===== src/rtl/oculink_link_sequencer.sv =====
// OCuLink bring-up sequencer: debounced card detect, PERST# timing, link/config handshake with retries.
// Outputs are registered decodes of the next state; no backpressure, inputs are sampled every cycle.
module oculink_link_sequencer #(
  parameter int CPRSNT_ACTIVE_LOW   = 1,
  parameter int DEBOUNCE_CYCLES     = 250000,
  parameter int PERST_ASSERT_CYCLES = 25000000,
  parameter int LINK_TIMEOUT_CYCLES = 25000000,
  parameter int CFG_TIMEOUT_CYCLES  = 2500000,
  parameter int MAX_RETRIES         = 3
) (
  input  logic       i_user_clk,
  input  logic       i_sys_rst_n_c,
  input  logic       i_cprsnt,
  input  logic       i_sw_retrain,
  input  logic       i_user_lnk_up,
  input  logic       i_finished_config,
  input  logic       i_failed_config,
  output logic       o_perst_n,
  output logic       o_start_config,
  output logic       o_link_ready,
  output logic       o_link_failed,
  output logic [3:0] o_retry_cnt,
  output logic [3:0] o_state_dbg
);

  localparam int MAX_AB = (DEBOUNCE_CYCLES > PERST_ASSERT_CYCLES) ? DEBOUNCE_CYCLES : PERST_ASSERT_CYCLES;
  localparam int MAX_CD = (LINK_TIMEOUT_CYCLES > CFG_TIMEOUT_CYCLES) ? LINK_TIMEOUT_CYCLES : CFG_TIMEOUT_CYCLES;
  localparam int MAX_C  = (MAX_AB > MAX_CD) ? MAX_AB : MAX_CD;
  localparam int TW     = $clog2(MAX_C) + 1;
  localparam int DBW    = $clog2(DEBOUNCE_CYCLES + 1);

  localparam logic [TW-1:0]  TMAX       = '1;
  localparam logic [TW-1:0]  PERST_LAST = TW'(PERST_ASSERT_CYCLES - 1);
  localparam logic [TW-1:0]  LINK_TO    = TW'(LINK_TIMEOUT_CYCLES);
  localparam logic [TW-1:0]  CFG_TO     = TW'(CFG_TIMEOUT_CYCLES);
  localparam logic [DBW-1:0] DB_LAST    = DBW'(DEBOUNCE_CYCLES - 1);
  localparam logic [3:0]     MAX_R      = 4'(MAX_RETRIES);

  typedef enum logic [3:0] {
    S_NO_CARD    = 4'd0,
    S_PERST_HOLD = 4'd1,
    S_WAIT_LINK  = 4'd2,
    S_CONFIG     = 4'd3,
    S_READY      = 4'd4,
    S_RETRY      = 4'd5,
    S_FAILED     = 4'd6
  } state_t;

  logic           w_present_raw;
  logic           r_present_s1;
  logic           r_present_s2;
  logic           r_present_db;
  logic [DBW-1:0] r_db_cnt;

  state_t         r_state;
  state_t         w_state_nxt;
  logic           w_restart;
  logic           w_entry;
  logic [TW-1:0]  r_timer;
  logic [3:0]     r_retry_cnt;
  logic [3:0]     w_retry_nxt;
  logic           r_perst_n;
  logic           r_start_config;
  logic           r_link_ready;
  logic           r_link_failed;

  // Polarity is normalised before the synchroniser so reset means "absent".
  assign w_present_raw = (CPRSNT_ACTIVE_LOW != 0) ? ~i_cprsnt : i_cprsnt;

  always_ff @(posedge i_user_clk) begin
    if (!i_sys_rst_n_c) begin
      r_present_s1 <= 1'b0;
      r_present_s2 <= 1'b0;
      r_present_db <= 1'b0;
      r_db_cnt     <= '0;
    end else begin
      r_present_s1 <= w_present_raw;
      r_present_s2 <= r_present_s1;
      if (r_present_s2 != r_present_db) begin
        if (r_db_cnt == DB_LAST) begin
          r_present_db <= r_present_s2;
          r_db_cnt     <= '0;
        end else begin
          r_db_cnt <= r_db_cnt + DBW'(1);
        end
      end else begin
        r_db_cnt <= '0;
      end
    end
  end

  always_comb begin
    w_state_nxt = r_state;
    w_retry_nxt = r_retry_cnt;
    w_restart   = 1'b0;
    case (r_state)
      S_NO_CARD:    if (r_present_db) w_state_nxt = S_PERST_HOLD;
      S_PERST_HOLD: if (r_timer >= PERST_LAST) w_state_nxt = S_WAIT_LINK;
      S_WAIT_LINK: begin
        if (i_user_lnk_up)          w_state_nxt = S_CONFIG;
        else if (r_timer >= LINK_TO) w_state_nxt = S_RETRY;
      end
      S_CONFIG: begin
        // Failure, timeout and link loss all outrank a simultaneous finish.
        if (i_failed_config || (r_timer >= CFG_TO) || !i_user_lnk_up) w_state_nxt = S_RETRY;
        else if (i_finished_config)                                    w_state_nxt = S_READY;
      end
      S_READY:  if (!i_user_lnk_up) w_state_nxt = S_RETRY;
      S_RETRY:  w_state_nxt = (r_retry_cnt >= MAX_R) ? S_FAILED : S_PERST_HOLD;
      S_FAILED: w_state_nxt = S_FAILED;
      default:  w_state_nxt = S_NO_CARD;
    endcase

    if ((w_state_nxt == S_RETRY) && (r_state != S_RETRY))
      w_retry_nxt = (r_retry_cnt == 4'hF) ? 4'hF : r_retry_cnt + 4'd1;
    if ((w_state_nxt == S_READY) && (r_state != S_READY))
      w_retry_nxt = 4'd0;

    if (!r_present_db) begin
      w_state_nxt = S_NO_CARD;
      w_retry_nxt = 4'd0;
    end else if (i_sw_retrain && (r_state != S_NO_CARD)) begin
      w_state_nxt = S_PERST_HOLD;
      w_retry_nxt = 4'd0;
      w_restart   = 1'b1;
    end
  end

  // A retrain while already holding PERST# counts as a fresh entry and restarts the hold.
  assign w_entry = (w_state_nxt != r_state) || w_restart;

  always_ff @(posedge i_user_clk) begin
    if (!i_sys_rst_n_c) begin
      r_state        <= S_NO_CARD;
      r_timer        <= '0;
      r_retry_cnt    <= 4'd0;
      r_perst_n      <= 1'b0;
      r_start_config <= 1'b0;
      r_link_ready   <= 1'b0;
      r_link_failed  <= 1'b0;
    end else begin
      r_state        <= w_state_nxt;
      r_timer        <= w_entry ? '0 : ((r_timer == TMAX) ? r_timer : r_timer + TW'(1));
      r_retry_cnt    <= w_retry_nxt;
      r_perst_n      <= (w_state_nxt == S_WAIT_LINK) || (w_state_nxt == S_CONFIG) ||
                        (w_state_nxt == S_READY);
      r_start_config <= (w_state_nxt == S_CONFIG);
      r_link_ready   <= (w_state_nxt == S_READY);
      r_link_failed  <= (w_state_nxt == S_FAILED);
    end
  end

  assign o_perst_n      = r_perst_n;
  assign o_start_config = r_start_config;
  assign o_link_ready   = r_link_ready;
  assign o_link_failed  = r_link_failed;
  assign o_retry_cnt    = r_retry_cnt;
  assign o_state_dbg    = r_state;

endmodule


===== config.mk =====
export PLATFORM = sky130hd
export DESIGN_NAME = oculink_link_sequencer
export DESIGN_NICKNAME = d
export VERILOG_FILES = /design/src/rtl/oculink_link_sequencer.sv
export SDC_FILE = /design/constraint.sdc
export NUM_CORES = 1
export LEC_CHECK = 0
export ABC_CLOCK_PERIOD_IN_PS = 3100
export CORE_ASPECT_RATIO = 1.75
export CORE_MARGIN = 2
export CORE_UTILIZATION = 59
export DETAILED_ROUTE_END_ITERATION = 12
export PLACE_DENSITY = 0.79
export SLEW_MARGIN = 20
export SYNTH_ARGS = -nofsm -noshare
export SYNTH_HDL_FRONTEND = slang
export SYNTH_SLANG_ARGS = --single-unit

===== constraint.sdc =====
create_clock -name i_user_clk -period 3.1 [get_ports i_user_clk]
set_input_delay 0.31 -clock i_user_clk [delete_from_list [all_inputs] [get_ports i_user_clk]]
set_output_delay 0.31 -clock i_user_clk [all_outputs]
set_load 0.01 [all_outputs]

; After elaboration in Yosys (flattened, before gate mapping)
; Index checks and enable logic that the tools add are counted.
[totals]
regBits = 59
input_bits = 7
out_inout_bits = 12
wordCells = 70
[classes]
n_addsub = 3
magnitude_cmp = 4
n_eq_ne = 19
mux = 14
n_bitwise = 4
reduce_logical = 15
[op_table]
columns = operator, count
row1 = greater-or-equal comparator 26 x 25 -> 1 bit (second input constant), 2
row2 = 2-to-1 mux 4 bit, 10
row3 = equality test 4 x 3 -> 1 bit (second input constant), 7
row4 = case mux 4 bit (7 select lines), 1
row5 = adder 26 x 1 -> 26 bit (second input constant), 1
row6 = equality test 26 bit (second input constant), 1
row7 = greater-or-equal comparator 26 x 22 -> 1 bit (second input constant), 1
row8 = adder 18 x 1 -> 18 bit (second input constant), 1
row9 = equality test 18 bit (second input constant), 1
row10 = equality test 4 x 2 -> 1 bit (second input constant), 4
row11 = != test 4 x 3 -> 1 bit (second input constant), 2
row12 = logical OR 1 bit, 5
row13 = adder 4 x 1 -> 4 bit (second input constant), 1
row14 = equality test 4 x 1 -> 1 bit (second input constant), 1
row15 = equality test 4 bit (second input constant), 1
row16 = greater-or-equal comparator 4 x 2 -> 1 bit (second input constant), 1
row17 = logical NOT 4 bit, 1
row18 = != test 4 bit, 1
row19 = inverter 1 bit, 4
row20 = nonzero test 4 bit, 1
row21 = OR reduction 4 bit, 1
row22 = logical AND 1 bit, 3
row23 = 2-to-1 mux 3 bit, 1
row24 = OR reduction 3 bit, 1
row25 = other kinds (5), 6

; Longest topological paths before layout
; Gate-level depths: netlist (run 1).
[logic_depth]
depth_word = 10
depth_mapped = 10
mapped_depth_nobuf = 9

; Worst setup path after synthesis (run 1)
; Ideal clock, no wire load.
[synth_timing]
path_type = register -> register
from = reg r_state[3], in the netlist o_state_dbg[3]
to = reg r_timer[25]
setup_time_ns = 0.117
arrival_time_ns = 2.400
required_ns = 2.983
path_slack_ns = 0.583
path_stages_with_launch = 9
path_buffers = 1
period_less_slack_ns = 2.517
path_cell_list = dfxtp_1 > or4b_4 > or4_1 > o211ai_2 > and2b_4 > a2111oi_2 > o311ai_4 > buf_6 > nor2_2
[synth_via]
elab_chain_cells = 8
word_cells_on_any_way = 24
classes_between = eq/ne (7) / mux (12) / reduce/logical (5)
[synth_lines]
columns = item, line
row1 = start: declaration, 55  ; state_t r_state;
row2 = start signal: assignment, 142  ; r_state <= w_state_nxt;
row3 = "2-to-1 mux 4 bit, on equally long branches", "106, 101"
row4 = "2-to-1 mux 4 bit, on equally long branches", "105, 100"
row5 = case mux 4 bit (7 select lines), 96  ; case (r_state)
row6 = 2-to-1 mux 4 bit, 122  ; end else if (i_sw_retrain && (r_state != S_NO_CARD)) begin
row7 = 2-to-1 mux 4 bit, 119  ; if (!r_present_db) begin
row8 = != test 4 bit, 130  ; assign w_entry = (w_state_nxt != r_state) || w_restart;
row9 = logical OR 1 bit *, 130
row10 = OR reduction 2 bit (no line) *, -
row11 = end signal: assignment, 143  ; r_timer <= w_entry ? '0 : ((r_timer == TMAX) ? r_timer : r_timer + TW'(1));
row12 = end: declaration, 59  ; logic [TW-1:0] r_timer;
; Mark *: on every way between the ends. The rest lies on a longest branch, timed or not.
; A chain may end at the register's enable or synchronous reset.

; Worst setup path in the final report (run 1)
[layout_timing]
from = reg r_timer[16]
to = reg r_timer[16]
[layout_via]
elab_chain_cells = 10
word_cells_on_any_way = 17
classes_between = add/sub (1) / order compare (3) / eq/ne (2) / mux (7) / reduce/logical (4)
[layout_lines]
columns = item, line
row1 = greater-or-equal comparator 26 x 22 -> 1 bit, 105  ; if (i_failed_config || (r_timer >= CFG_TO) || !i_user_lnk_up) w_state_nxt = S_RETRY;
row2 = logical OR 1 bit (2 in a row), 105
row3 = 2-to-1 mux 4 bit, 105
row4 = case mux 4 bit (7 select lines), 96
row5 = 2-to-1 mux 4 bit, 122
row6 = 2-to-1 mux 4 bit, 119
row7 = != test 4 bit, 130
row8 = logical OR 1 bit, 130
row9 = OR reduction 2 bit (no line), -
; Parallel ways exist; a longest one is shown, timed or not.

==> results.sh, run 1 <==
export IMPL_status="completed"
export IMPL_ys_top_cells_by_area="dfxtp_1, nor2_1, xor2_1, xnor2_1, nand2_1"
export IMPL_yosysMostFrequentCell="nor2_1"
export IMPL_synth_nets=373
export IMPL_grt_overflow_total=0
export IMPL_worstMarginPinSlew_ns=1.09
export IMPL_wl_mm=6.50
export IMPL_path_cells="and3_1 -> and3_1 -> nor3b_1 -> nand4_1 -> nor4b_1 -> nand4_1 -> xor2_1 -> nor2_1"
export IMPL_routedWlPerCell_um=14.6
export IMPL_max_vdd_ir_drop_uv=330
export IMPL_seq_power_share=0.484
export IMPL_synth_area_per_cell_um2=8.53
export IMPL_endpoint_kind="register"
export IMPL_clkSinkCount=59
export IMPL_start_util=0.615
export IMPL_clkPwrFrac=0.489
export IMPL_crit_type="register to register"
export IMPL_ys_async_sr_fraction=0
export IMPL_p_sw_frac=0.219
export IMPL_final_nets=396
export IMPL_slowest_stage="nor4b_1"
export IMPL_viasPerCell=5.90
export IMPL_p_comb_frac=0.026
export IMPL_holdPathStages=1
export IMPL_synth_cells=362
export IMPL_synth_top_area_frac=0.382
export IMPL_worstPathArrival_ns=3.01
export IMPL_clock_skew_ns=0.00828
export IMPL_postCtsSetupBuffers=0
export IMPL_dpl_hpwl_mm=4.75
export IMPL_cts_hold_buf=0
export IMPL_fin_tns_setup_ns=0
export IMPL_core_area_um2=5020
export IMPL_cts_resized_gates=0
export IMPL_hold_violations=0
export IMPL_rr_endpoint="r_timer[16]"
export IMPL_ant_nets=0
export IMPL_fmax_mhz=362
export IMPL_drc=0
export IMPL_cpPeakStageDelay_ns=0.92
export IMPL_hp_start="r_db_cnt[0]"
export IMPL_setup_violations=0
export IMPL_yosys_most_used_dff="dfxtp_1"
export IMPL_worstReg2RegStart="r_timer[16]"
export IMPL_ys_seq_area_frac=0.382
export IMPL_cp_top_family="simple AND/OR/NAND/NOR gates"
export IMPL_period_share=0.891
export IMPL_ys_top_cells_by_count="nor2_1, dfxtp_1, nand2_1"
export IMPL_chipHeight_um=99.7
export IMPL_h_tree_depth=3
export IMPL_leakage_uw=0.00118
export IMPL_grt_max_degree=27
export IMPL_grt_pass1_wl_mm=10.9
export IMPL_worstPathMaxFanout=10
export IMPL_grt_pass1_vias=2468
export IMPL_switchingPower_uw=346
export IMPL_fin_util=0.703
export IMPL_drv_slew=0
export IMPL_place_gp_congestion=0.843
export IMPL_dr_pass1_iters=4
export IMPL_p_per_area_nw_per_um2=448
export IMPL_final_cell_area_um2=3530
export IMPL_area_delta_synth_final_pct=14.3
export IMPL_slew_headroom=0.264
export IMPL_io_buffer_count=18
export IMPL_synth_area_um2=3090
export IMPL_cts_made_buffers=9
export IMPL_num_vias=2618
export IMPL_cp_start_kind="register"
export IMPL_drtIter0Drc=79
export IMPL_clock_path_buffers=2
export IMPL_clkTransAtPathRegs_ns=0.07
export IMPL_synth_edf_count=0
export IMPL_cell_internal_pwr_uw=1230
export IMPL_worstSkewPairLatency_ns=0.35
export IMPL_r2r_cells=8
export IMPL_yosys_register_bits=59
export IMPL_cts_tree="done"
export IMPL_row_count=34
export IMPL_hp_class="register to register"
export IMPL_placed_area_um2=3310
export IMPL_critPathRequiredTime_ns=3.34
export IMPL_rsz0062_at_grt="false"
export IMPL_cts_root_buf="clkbuf_8"
export IMPL_worstPathBufferInverterCount=0
export IMPL_yosys_warnings=0
export IMPL_grt_util_all_layers=0.242
export IMPL_drive_above_1_share=0.123
export IMPL_max_cap_violations=0
export IMPL_yosys_cell_types_count=65
export IMPL_die_area_um2=5850
export IMPL_reg2reg_slack_ns=0.34
export IMPL_grt_antenna_before_repair=0
export IMPL_min_to="r_db_cnt[0]"
export IMPL_synth_top_area_cell="dfxtp_1"
export IMPL_fp_dieW_um=58.7
export IMPL_antenna_cells=0
export IMPL_io_pins=19
export IMPL_min_period_ns=2.76
power groups by stage:
stage | clock [uW] | sequential (uW) | combinational (uW)
4_1_cts | 783 | 765 | 41.7
3_3_place_gp | 0 | 782 | 40.6
2_1_floorplan | 0 | 782 | 24.2
3_5_place_dp | 0 | 783 | 41.4
5_1_grt | 811 | 766 | 44.3
6_report | 774 | 766 | 41.4
state kept, by name (all words and copies together) (netlist names), 4 cells and up:
register	count
o_retry_cnt	4
o_state_dbg	4
r_db_cnt	18
r_timer	26
layout by cell type (no fill, tap or decap), types with 7 or more instances in the layout:
cell / netlist / final
nand2_1: 26 / 26
inv_1: 7 / 7
nor2_2: 10 / 10
and3_1: 12 / 12
dfxtp_1: 59 / 59
xor2_1: 22 / 22
xnor2_1: 15 / 15
a21oi_1: 12 / 12
clkdlybuf4s50_1: 0 / 18
nand3_1: 18 / 18
nand4_1: 12 / 12
nor3_1: 11 / 11
clkbuf_8: 0 / 9
nor2_1: 62 / 62
cell type report:
cell class,count,area [um^2]
Fill cell,412,1490
Clock inverter,6,90.1
Clock buffer,10,128
Sequential cell,59,1180
Tap cell,54,67.6
Multi-Input combinational cell,283,1790
Timing Repair Buffer,25,245
Inverter,7,26.3
cell families (layout without fill, tap and decap cells):
logic type	count (synthesis)	after routing	synth area share
simple gates	193	193	0.331
flops	59	59	0.382
compound gates	46	46	0.120
xor+xnor	37	37	0.105
buf+inv	20	48	0.0369
fa+ha+maj	4	4	0.0162
mux	2	2	0.00689
other cells	1	1	0.00121
through the flow:
step	hold slack [ns]	cells	setup slack, ns	total power, uW
after CTS	0.450	444	0.349	1590
after detailed placement	0.439	428	0.272	824
after global routing	0.468	444	0.152	1620
after global placement	0.420	428	0.365	823
after floorplan	0.382	362	0.583	806
final	0.448	444	0.337	1580
how the worst max path moves through the flow:
stage | startpoint | to | slack, ns | cells after the start
2_1_floorplan | o_state_dbg[3] | r_timer[25] | 0.58 | 8
3_3_place_gp | i_user_lnk_up | o_retry_cnt[2] | 0.37 | 9
3_5_place_dp | i_user_lnk_up | r_timer[12] | 0.27 | 9
4_1_cts | r_timer[16] | r_timer[16] | 0.35 | 8
5_1_grt | r_timer[16] | r_timer[16] | 0.15 | 8
6_report | r_timer[16] | r_timer[16] | 0.34 | 8
routing by layer:
layer / part of all wire / track usage / up-vias / wire, um
li1: - / - / 1324 / -
met1: 0.40 / 0.249 / 1225 / 2600
met2: 0.53 / 0.418 / 44 / 3420
met3: 0.028 / 0.0533 / 25 / 182
met4: 0.045 / 0.171 / 0 / 295
met5: 0 / 0 / - / 0
No activity file was read; power rests on OpenSTA's default activity.
==> inputs of run 2 (changes only) <==
Settings changed: CAP_MARGIN set to 20.
==> results of run 2 <==
Same layout as run 1: the final DEF is identical, and so are final timing and power.
